File: config.mk
export PLATFORM = sky130hd
export DESIGN_NAME = board_drop_engine
export DESIGN_NICKNAME = d
export VERILOG_FILES = /design/src/rtl/board_drop_engine.sv
export SDC_FILE = /design/constraint.sdc
export NUM_CORES = 1
export LEC_CHECK = 0
export CAP_MARGIN = 0
export CORE_AREA = 2 2 100 175
export CTS_CLUSTER_SIZE = 12
export DETAILED_ROUTE_END_ITERATION = 8
export DIE_AREA = 0 0 102 177
export PLACE_DENSITY = 0.78
export REMOVE_ABC_BUFFERS = 1
export SLEW_MARGIN = 25
export SYNTH_ARGS = -nofsm -noshare
export SYNTH_HDL_FRONTEND = slang
export SYNTH_SLANG_ARGS = --single-unit
File: constraint.sdc
create_clock -name clk -period 4 [get_ports clk]
set_input_delay 0.8 -clock clk [delete_from_list [all_inputs] [get_ports clk]]
set_output_delay 0.8 -clock clk [all_outputs]
set_load 0.01 [all_outputs]
File: src/rtl/board_drop_engine.sv
`default_nettype none
// ============================================================================
// Module   : board_drop_engine
// Purpose  : 8x8 "drop a piece" game board. A request names a column and a
//            player. The engine scans upward from row 0 one row per cycle and
//            writes the player's code into the first empty cell it finds. It
//            reports the landing row, or it flags a full column. A separate
//            request empties the board one row per cycle.
// Ports    :
//   clk           in   1   sole clock, rising edge
//   rst_n         in   1   asynchronous active-low reset
//   drop_valid    in   1   drop request, held until accepted
//   drop_col      in   3   target column 0..7
//   drop_player   in   1   0 -> cell code 2'b01, 1 -> cell code 2'b10
//   drop_ready    out  1   request accepted on edge with drop_valid&drop_ready
//   clear_req     in   1   level request to empty the board
//   done          out  1   one-cycle pulse: piece placed
//   done_row      out  3   landing row, valid while done=1
//   col_full_err  out  1   one-cycle pulse: column full, drop rejected
//   piece_count   out  7   pieces on board, 0..64
//   board_full    out  1   piece_count == 64
//   disply_r_en   in   1   display read enable
//   display_addr  in   3   display row index
//   display_data  out  16  board row (combinational read)
// Revision : 1.0 - initial release
// ============================================================================
module board_drop_engine (
    input  logic        clk,
    input  logic        rst_n,
    input  logic        drop_valid,
    input  logic [2:0]  drop_col,
    input  logic        drop_player,
    output logic        drop_ready,
    input  logic        clear_req,
    output logic        done,
    output logic [2:0]  done_row,
    output logic        col_full_err,
    output logic [6:0]  piece_count,
    output logic        board_full,
    input  logic        disply_r_en,
    input  logic [2:0]  display_addr,
    output logic [15:0] display_data
);

    typedef enum logic [2:0] {
        IDLE  = 3'd0,
        SCAN  = 3'd1,
        DONE  = 3'd2,
        FULL  = 3'd3,
        CLEAR = 3'd4
    } state_t;

    localparam logic [6:0] MAX_PIECES = 7'd64;

    state_t      state_q, state_d;
    logic [2:0]  row_q, row_d;
    logic [2:0]  col_q, col_d;
    logic        player_q, player_d;
    logic        done_q, done_d;
    logic [2:0]  done_row_q, done_row_d;
    logic        full_err_q, full_err_d;
    logic [6:0]  count_q, count_d;
    logic [15:0] board_q [0:7];

    logic        wr_en;
    logic        clr_en;
    logic [3:0]  cell_lsb;
    logic [1:0]  cell_cur;
    logic [1:0]  player_code;

    // Column c lives in bits [2c+1:2c] of each row.
    assign cell_lsb    = {col_q, 1'b0};
    assign cell_cur    = board_q[row_q][cell_lsb +: 2];
    assign player_code = player_q ? 2'b10 : 2'b01;

    // ------------------------------------------------------------------
    // Next-state and datapath control
    // ------------------------------------------------------------------
    always_comb begin
        state_d    = state_q;
        row_d      = row_q;
        col_d      = col_q;
        player_d   = player_q;
        count_d    = count_q;
        done_row_d = done_row_q;
        wr_en      = 1'b0;
        clr_en     = 1'b0;

        case (state_q)
            IDLE: begin
                // A clear request takes priority over a simultaneous drop.
                if (clear_req) begin
                    row_d   = 3'd0;
                    state_d = CLEAR;
                end else if (drop_valid) begin
                    col_d    = drop_col;
                    player_d = drop_player;
                    row_d    = 3'd0;
                    state_d  = SCAN;
                end
            end
            SCAN: begin
                // Scanning bottom-up guarantees every lower cell is occupied
                // when the first empty cell is written.
                if (cell_cur == 2'b00) begin
                    wr_en      = 1'b1;
                    done_row_d = row_q;
                    if (count_q < MAX_PIECES) begin
                        count_d = count_q + 7'd1;
                    end
                    state_d = DONE;
                end else if (row_q == 3'd7) begin
                    state_d = FULL;
                end else begin
                    row_d = row_q + 3'd1;
                end
            end
            DONE: begin
                state_d = IDLE;
            end
            FULL: begin
                state_d = IDLE;
            end
            CLEAR: begin
                clr_en = 1'b1;
                row_d  = row_q + 3'd1;
                if (row_q == 3'd7) begin
                    count_d = 7'd0;
                    state_d = IDLE;
                end
            end
            default: begin
                state_d = IDLE;
            end
        endcase

        // Pulses are registered alongside the state that owns them.
        done_d     = (state_d == DONE);
        full_err_d = (state_d == FULL);
    end

    // ------------------------------------------------------------------
    // Control registers
    // ------------------------------------------------------------------
    always_ff @(posedge clk or negedge rst_n) begin
        if (!rst_n) begin
            state_q    <= IDLE;
            row_q      <= 3'd0;
            col_q      <= 3'd0;
            player_q   <= 1'b0;
            done_q     <= 1'b0;
            done_row_q <= 3'd0;
            full_err_q <= 1'b0;
            count_q    <= 7'd0;
        end else begin
            state_q    <= state_d;
            row_q      <= row_d;
            col_q      <= col_d;
            player_q   <= player_d;
            done_q     <= done_d;
            done_row_q <= done_row_d;
            full_err_q <= full_err_d;
            count_q    <= count_d;
        end
    end

    // ------------------------------------------------------------------
    // Board storage: 8 rows x 16 bits, row 0 at the bottom
    // ------------------------------------------------------------------
    always_ff @(posedge clk or negedge rst_n) begin
        if (!rst_n) begin
            for (int r = 0; r < 8; r++) begin
                board_q[r] <= 16'h0000;
            end
        end else if (clr_en) begin
            board_q[row_q] <= 16'h0000;
        end else if (wr_en) begin
            board_q[row_q][cell_lsb +: 2] <= player_code;
        end
    end

    // ------------------------------------------------------------------
    // Outputs
    // ------------------------------------------------------------------
    assign drop_ready   = (state_q == IDLE) && !clear_req;
    assign done         = done_q;
    assign done_row     = done_row_q;
    assign col_full_err = full_err_q;
    assign piece_count  = count_q;
    assign board_full   = (count_q == MAX_PIECES);

    // Read port sees the registered board, so a write lands only after its edge.
    assign display_data = disply_r_en ? board_q[display_addr] : 16'h0000;

endmodule
`default_nettype wire

Word level (Yosys, flattened, before mapping). Index checks and enable logic that the tools add are counted.

Bits in registers: 150. Input port bits: 12. Output and inout port bits: 30. Word-level logic and storage cells: 88.

$add $sub $neg: 3. Order comparisons: 4. Equality and inequality tests: 12. Shift operators: 3. Muxes and demuxes: 33. Bitwise logic cells: 5. Reductions and logical operators: 12.

Operators by type and width (number): 128-bit two-way mux (2); 128-bit AND (1); 128-bit bitwise mux (1); 128-bit inverter (1); 16-bit two-way mux (7); 16-bit binary-select mux with 3-bit select (2); 16-bit demux with 3-bit select (2); 3-bit two-way mux (9); 7-bit two-way mux (3); 3-bit one-hot mux with 3 select lines (2); 2-bit by 6-bit variable shift with 16-bit output (first input constant) (1); 16-bit by 5-bit variable part select with 2-bit output (1); 2-bit by 6-bit variable part select with 16-bit output (1); 7-bit one-hot mux with 2 select lines (1); 2-bit inequality test (second input constant) (5); 4-bit >= comparator (second input constant) (2); 3-bit inverter with 4-bit output (2); 4-bit AND reduction (2); 7-bit by 1-bit adder with 7-bit output (second input constant) (1); 7-bit equality test (second input constant) (1); 7-bit < comparator (second input constant) (1); 3-bit by 2-bit equality test with 1-bit output (second input constant) (2); 3-bit equality test (second input constant) (2); 4-bit negation with 6-bit output (1); other kinds (15) (19).

Logic depth before layout (Yosys ltp). Gate-level depths: netlist (run 1).

Depth in word-level cells: 10. Depth in mapped cells: 13. Depth with buffers taken out: 8.

Worst setup path before layout (run 1). OpenSTA, ideal clock, no wires.

Path type: input port to output port. Start point: input display_addr[0]. End point: output display_data[10]. Data arrival time: 2.330 ns. Setup slack: 0.870 ns. Cell stages on the path: 5. Path buffers: 2. Cells stage by stage: clkbuf_1 > buf_1 > mux4_2 > mux2i_1 > nor2b_1.

Cells in the longest elaborated chain, start to end: 5.

Ends and longest elaborated chain: from (decl) (line 41) `input logic [2:0] display_addr,`; 3-bit inverter with 4-bit output (implied by the code) (line 193) `assign display_data = disply_r_en ? board_q[display_addr] : 16'h0000;`; 16-bit binary-select mux with 3-bit select (line 193); 16-bit two-way mux (implied by the code) (2 in series) (line 193); 16-bit two-way mux (line 193); to (decl) (line 42) `output logic [15:0] display_data`.

Every way passes these cells. The select of a mux whose other input is x is not followed.

Final worst setup path (run 1).
Start point: register col_q[0]. End point: register board_q[24] in the netlist's numbering.

Cells in the longest elaborated chain, start to end: 7. Elaborated cells on any way between the ends: 13. Those cells by class: add/sub (1); shift (3); mux (7); reduce/logical (2).

Ends and longest elaborated chain: from (decl) (line 57) `logic [2:0] col_q, col_d;`; from (signal assigned) (line 158) `col_q <= col_d;`; 4-bit negation with 6-bit output (line 178) `board_q[row_q][cell_lsb +: 2] <= player_code;`; 2-bit by 6-bit variable shift with 16-bit output (line 178); 16-bit two-way mux (implied by the code) (line 178); 16-bit demux with 3-bit select (line 178); 128-bit bitwise mux (line 178); 128-bit two-way mux (line 177) `end else if (wr_en) begin`; 128-bit two-way mux (line 175) `end else if (clr_en) begin`; to (signal, indexed assignment) (line 178); to (decl) (line 63) `logic [15:0] board_q [0:7];`.

Several ways; a longest one is shown, not always the timed one. The select of a mux whose other input is x is not followed. A chain may end at the register's enable or synchronous reset.

==> results.md, run 1 <==
- After clock tree synthesis, the setup repair step added 0 buffers.
- The first global-routing pass estimated 48.88 mm of wire.
- The critical path buffer and inverter count is 2.
- Setup violations remaining at the end of the flow were counted as 0.
- The congestion estimate from routability-driven global placement came to 0.9163.
- After detailed routing, the number of remaining DRC violations is 0.
- The run finished with clean final reports.
- The number of hold buffers added after CTS is 0.
- The half-perimeter wire length of the detailed placement result is 19.73 mm.
- The worst setup path is launched from a register.
- At the pin with the least slew margin, the transition time is 949.0 ps.
- After layout, the worst setup slack is 142.2 ps.
- The average detailed-routed wire length per instance is 24.52 µm.
- The leading register cell type out of synthesis is sky130_fd_sc_hd__dfrtp_1.
- Summing internal, switching and leakage power gives between 7 and 8 mW.
- The biggest area contributor in the post-synthesis netlist is sky130_fd_sc_hd__dfrtp_1.
- The signal on the critical path passes through buf_4 -> nor3_1 -> a211oi_1 -> a211oi_1 -> a2111oi_0 -> o32a_2 -> buf_4 -> o311ai_0 -> o211ai_1.
- The area growth from synthesis to layout is 10.21%.
- The count of antenna-violating nets left after detailed routing is 0.
- In the detailed route, the total length drawn on met3 is roughly 2.4 mm.
- At the end of the flow, the number of nets in the layout was 1025.
- The async set-reset flop share out of synthesis is 1.000.
- The via count of the routed design is 8978.
- The count of pins over their slew limit came to 0.
- The buffer levels on the longest clock path is 2.
- The share of synthesized area in the top cell type comes to 0.3810.
- For this run, the total global-route usage over all layers was measured as 0.3527.
- The delay contributed by the slowest stage of the critical path is 720 ps.
- The path class of the tightest hold or removal check is input pin to asynchronous set/reset pin.
- Ranked by total cell area, the synthesized netlist is headed by sky130_fd_sc_hd__dfrtp_1 (38%), sky130_fd_sc_hd__o211ai_1 (8.7%), sky130_fd_sc_hd__mux4_2 (8.2%).
- The number of global-route vias before repair is just under 9000.
- The synthesized design contains 150 register bits.
- In the final routing, the length of wire on met1 measures between 10 and 15 mm.
- The pin count of the biggest net entering global routing is 100.
- The first-pass iteration count of the detailed router is 5.
- Wire segments on met2 add up to 15.08 mm in the final route.
- The top cell types in the final layout, fill and taps aside, are sky130_fd_sc_hd__nand2_1 (157), sky130_fd_sc_hd__dfrtp_1 (149), sky130_fd_sc_hd__o211ai_1 (114).
- The worst slack after detailed placement is 369.4 ps.
- The CTS root buffer is sky130_fd_sc_hd__clkbuf_16.
- The fraction of layout instances using a drive strength above 1 is 0.1139.
- The final worst hold slack is 406.3 ps.
- 42 I/O pins were placed.
- The total congestion overflow is 0.
- The die covers 18050 µm².
- The portion of the post-synthesis area used by sequential elements is 0.3810.
- The clock period minus final worst setup slack is 3858 ps.
- The core area is 16710 µm².
- The worst-path cell with the longest stage delay is sky130_fd_sc_hd__a2111oi_0.
- After detailed placement, the design holds a cell count of roughly 1200.
- The category of the critical setup timing path is register to register.
- After the first detailed-routing iteration, the DRC count stood at between 900 and 1000.
- The highest attainable clock frequency is between 200 and 300 MHz.
- In this run the vertical extent of the chip is approximately 180 µm.
- The category of the worst setup path capture point is a register.
- Counting the fill cells in the layout gives between 1000 and 1500.
- Port buffering added 41 buffers.
- The CTS tree is built.
- The finished layout holds ~1200 standard cells, fillers aside.
- The uppermost metal layer occupied by signal nets is met4.
- The peak fanout along the critical path is 52.
- The endpoint arrival time on the critical path is between 4000 and 5000 ps.
- The combined area of all synthesized cells is 9852 µm².
- The total number of H-tree levels is 4.
- Clock latency on the worst-skew pair, taken at its later pin, is between 400 and 500 ps.
- The worst ir drop on vdd is 0.6153 mV.
- The Yosys step of the flow raised 0 warnings.
- The gate family responsible for the most delay along the worst path is compound AO/OA/AOI/OAI gates.
- The synthesized area per cell is 9.565 µm².
- Dividing the detail-routed via count by the number of cells gives 7.211.
- The clock slew seen by the registers of the worst setup and hold paths is 70 ps.
- The leakage power total is 4.293 nW.
- The final-report hold violation count came to 0.
- The share of the core filled with cells in the final layout is 0.6497.
- Power spread over the standard cell area amounts to around 670 nW/µm².
- The number of antenna cells inserted is 0.
- In this run, CTS created clock tree buffers numbering 17.
- Synthesis produced 1030 cells.
- Leaving out fill and tap cells, the most frequent cell in the layout is sky130_fd_sc_hd__nand2_1.
- The number of antenna violations at the first check in global routing is 0.
- The max-slew headroom at the worst pin is 0.3673.
- The floorplan has 63 rows.
- The final critical-path share of the clock period is 0.9645.
- STA puts the critical path data required time at roughly 4400 ps.
- Summed over all layers, the routed wires come to 30.53 mm.
- Once the clock tree was built, the resizer swapped 0 gates to a different size.
- In this run the horizontal extent of the chip is 102 µm.
- The CTS sink count is 150.
- Across the run, the number of max-cap violations was 0.
- The count of flip-flops with a built-in enable after synthesis is 0.
- The starting density of the core is 0.5895.
- The number of different library cells used by synthesis comes to 56.
- The maximum clock skew at final layout is 9.709 ps.
- Setup repair after global routing left no endpoint under its margin.
[cells in the mapped netlist, types with 2 or more instances]
cell type	n
sky130_fd_sc_hd__a2111oi_0	2
sky130_fd_sc_hd__a211oi_1	5
sky130_fd_sc_hd__a21o_1	16
sky130_fd_sc_hd__a21oi_1	12
sky130_fd_sc_hd__a22oi_1	4
sky130_fd_sc_hd__a31oi_1	4
sky130_fd_sc_hd__a41oi_1	3
sky130_fd_sc_hd__and2_1	65
sky130_fd_sc_hd__and3_1	2
sky130_fd_sc_hd__buf_1	4
sky130_fd_sc_hd__buf_2	20
sky130_fd_sc_hd__buf_4	3
sky130_fd_sc_hd__buf_6	9
sky130_fd_sc_hd__clkbuf_1	78
sky130_fd_sc_hd__dfrtp_1	150
sky130_fd_sc_hd__ha_1	6
sky130_fd_sc_hd__inv_1	12
sky130_fd_sc_hd__mux2_2	8
sky130_fd_sc_hd__mux2i_1	52
sky130_fd_sc_hd__mux4_2	36
sky130_fd_sc_hd__nand2_1	157
sky130_fd_sc_hd__nand2b_1	4
sky130_fd_sc_hd__nand3_1	10
sky130_fd_sc_hd__nand4_1	9
sky130_fd_sc_hd__nor2_1	24
sky130_fd_sc_hd__nor2b_1	22
sky130_fd_sc_hd__nor3_1	19
sky130_fd_sc_hd__nor4_1	3
sky130_fd_sc_hd__o211ai_1	114
sky130_fd_sc_hd__o21ai_0	9
sky130_fd_sc_hd__o311ai_0	51
sky130_fd_sc_hd__o31ai_1	71
sky130_fd_sc_hd__or2_2	2
sky130_fd_sc_hd__or3_1	21
sky130_fd_sc_hd__or4_1	2
[final cells by class]
cell class              instances  area, µm²  area share
multi-input cells             754       5540      0.5103
clock inverters                11      126.4     0.01164
flip-flops and latches        150       3755      0.3458
inverters                      12      45.04    0.004148
repair buffers                 72      664.4     0.06119
well taps                     227      284.0     0.02616
clock buffers                  19      442.9     0.04079
[kinds of logic (layout without fill, tap and decap cells)]
| kind of cell | Yosys count | in the layout | share of synthesized area |
|---|---|---|---|
| simple gates | 345 | 345 | 0.1708 |
| compound gates | 306 | 306 | 0.2362 |
| flops | 150 | 150 | 0.3810 |
| buf+inv | 126 | 114 | 0.05855 |
| mux | 97 | 97 | 0.1458 |
| fa+ha+maj | 6 | 6 | 0.007620 |
[sequential cells by signal, indices dropped and copies added (netlist names)]
register	flops
col_q	3
state_q	3
done	1
done_row	3
col_full_err	1
piece_count	7
row_q	3
player_q	1
board_q	128
[layer usage]
metal  track usage  up-vias
li1              -     3881
met1        0.4563     4382
met2        0.5633      563
met3       0.05253      152
met4        0.1956        0
met5             0        -
[path summary, 6_finish.rpt]
path                                           endpoint  slack, ps                     from  cells past startpoint
worst max-delay path            board_q[24]$_DFFE_PN0P_        140     col_q[0]$_DFFE_PN0P_                      9
worst min-delay path            board_q[60]$_DFFE_PN0P_        410                    rst_n                      1
worst max register to register  board_q[24]$_DFFE_PN0P_        140     col_q[0]$_DFFE_PN0P_                      9
worst min register to register  done_row[0]$_DFFE_PN0P_        510  done_row[0]$_DFFE_PN0P_                      1
max in group asynchronous       board_q[86]$_DFFE_PN0P_       2790                    rst_n                      2
min in group clk                done_row[0]$_DFFE_PN0P_        510  done_row[0]$_DFFE_PN0P_                      1
[stage by stage]
stage / setup TNS (ps) / instance area [µm²]
2_1_floorplan: -163970 / 9320
3_3_place_gp: 0 / 10290
3_5_place_dp: 0 / 10290
4_1_cts: 0 / 10860
5_1_grt: 0 / 10860
6_report: 0 / 10860
[power breakdown]
part	leakage [nW]	internal (mW)	switching, mW	total (mW)
Clock	0.268	0.929	0.683	1.61
Sequential	2.00	1.85	0.470	2.32
Combinational	2.03	1.11	2.25	3.35
Note: power is estimated with default switching activity, not from simulation.
==> run 2, diff against run 1 <==
- CTS_CLUSTER_SIZE: 12 -> unset
==> results of run 2 <==
The final DEF is identical to that of run 1; final timing and power are the same.
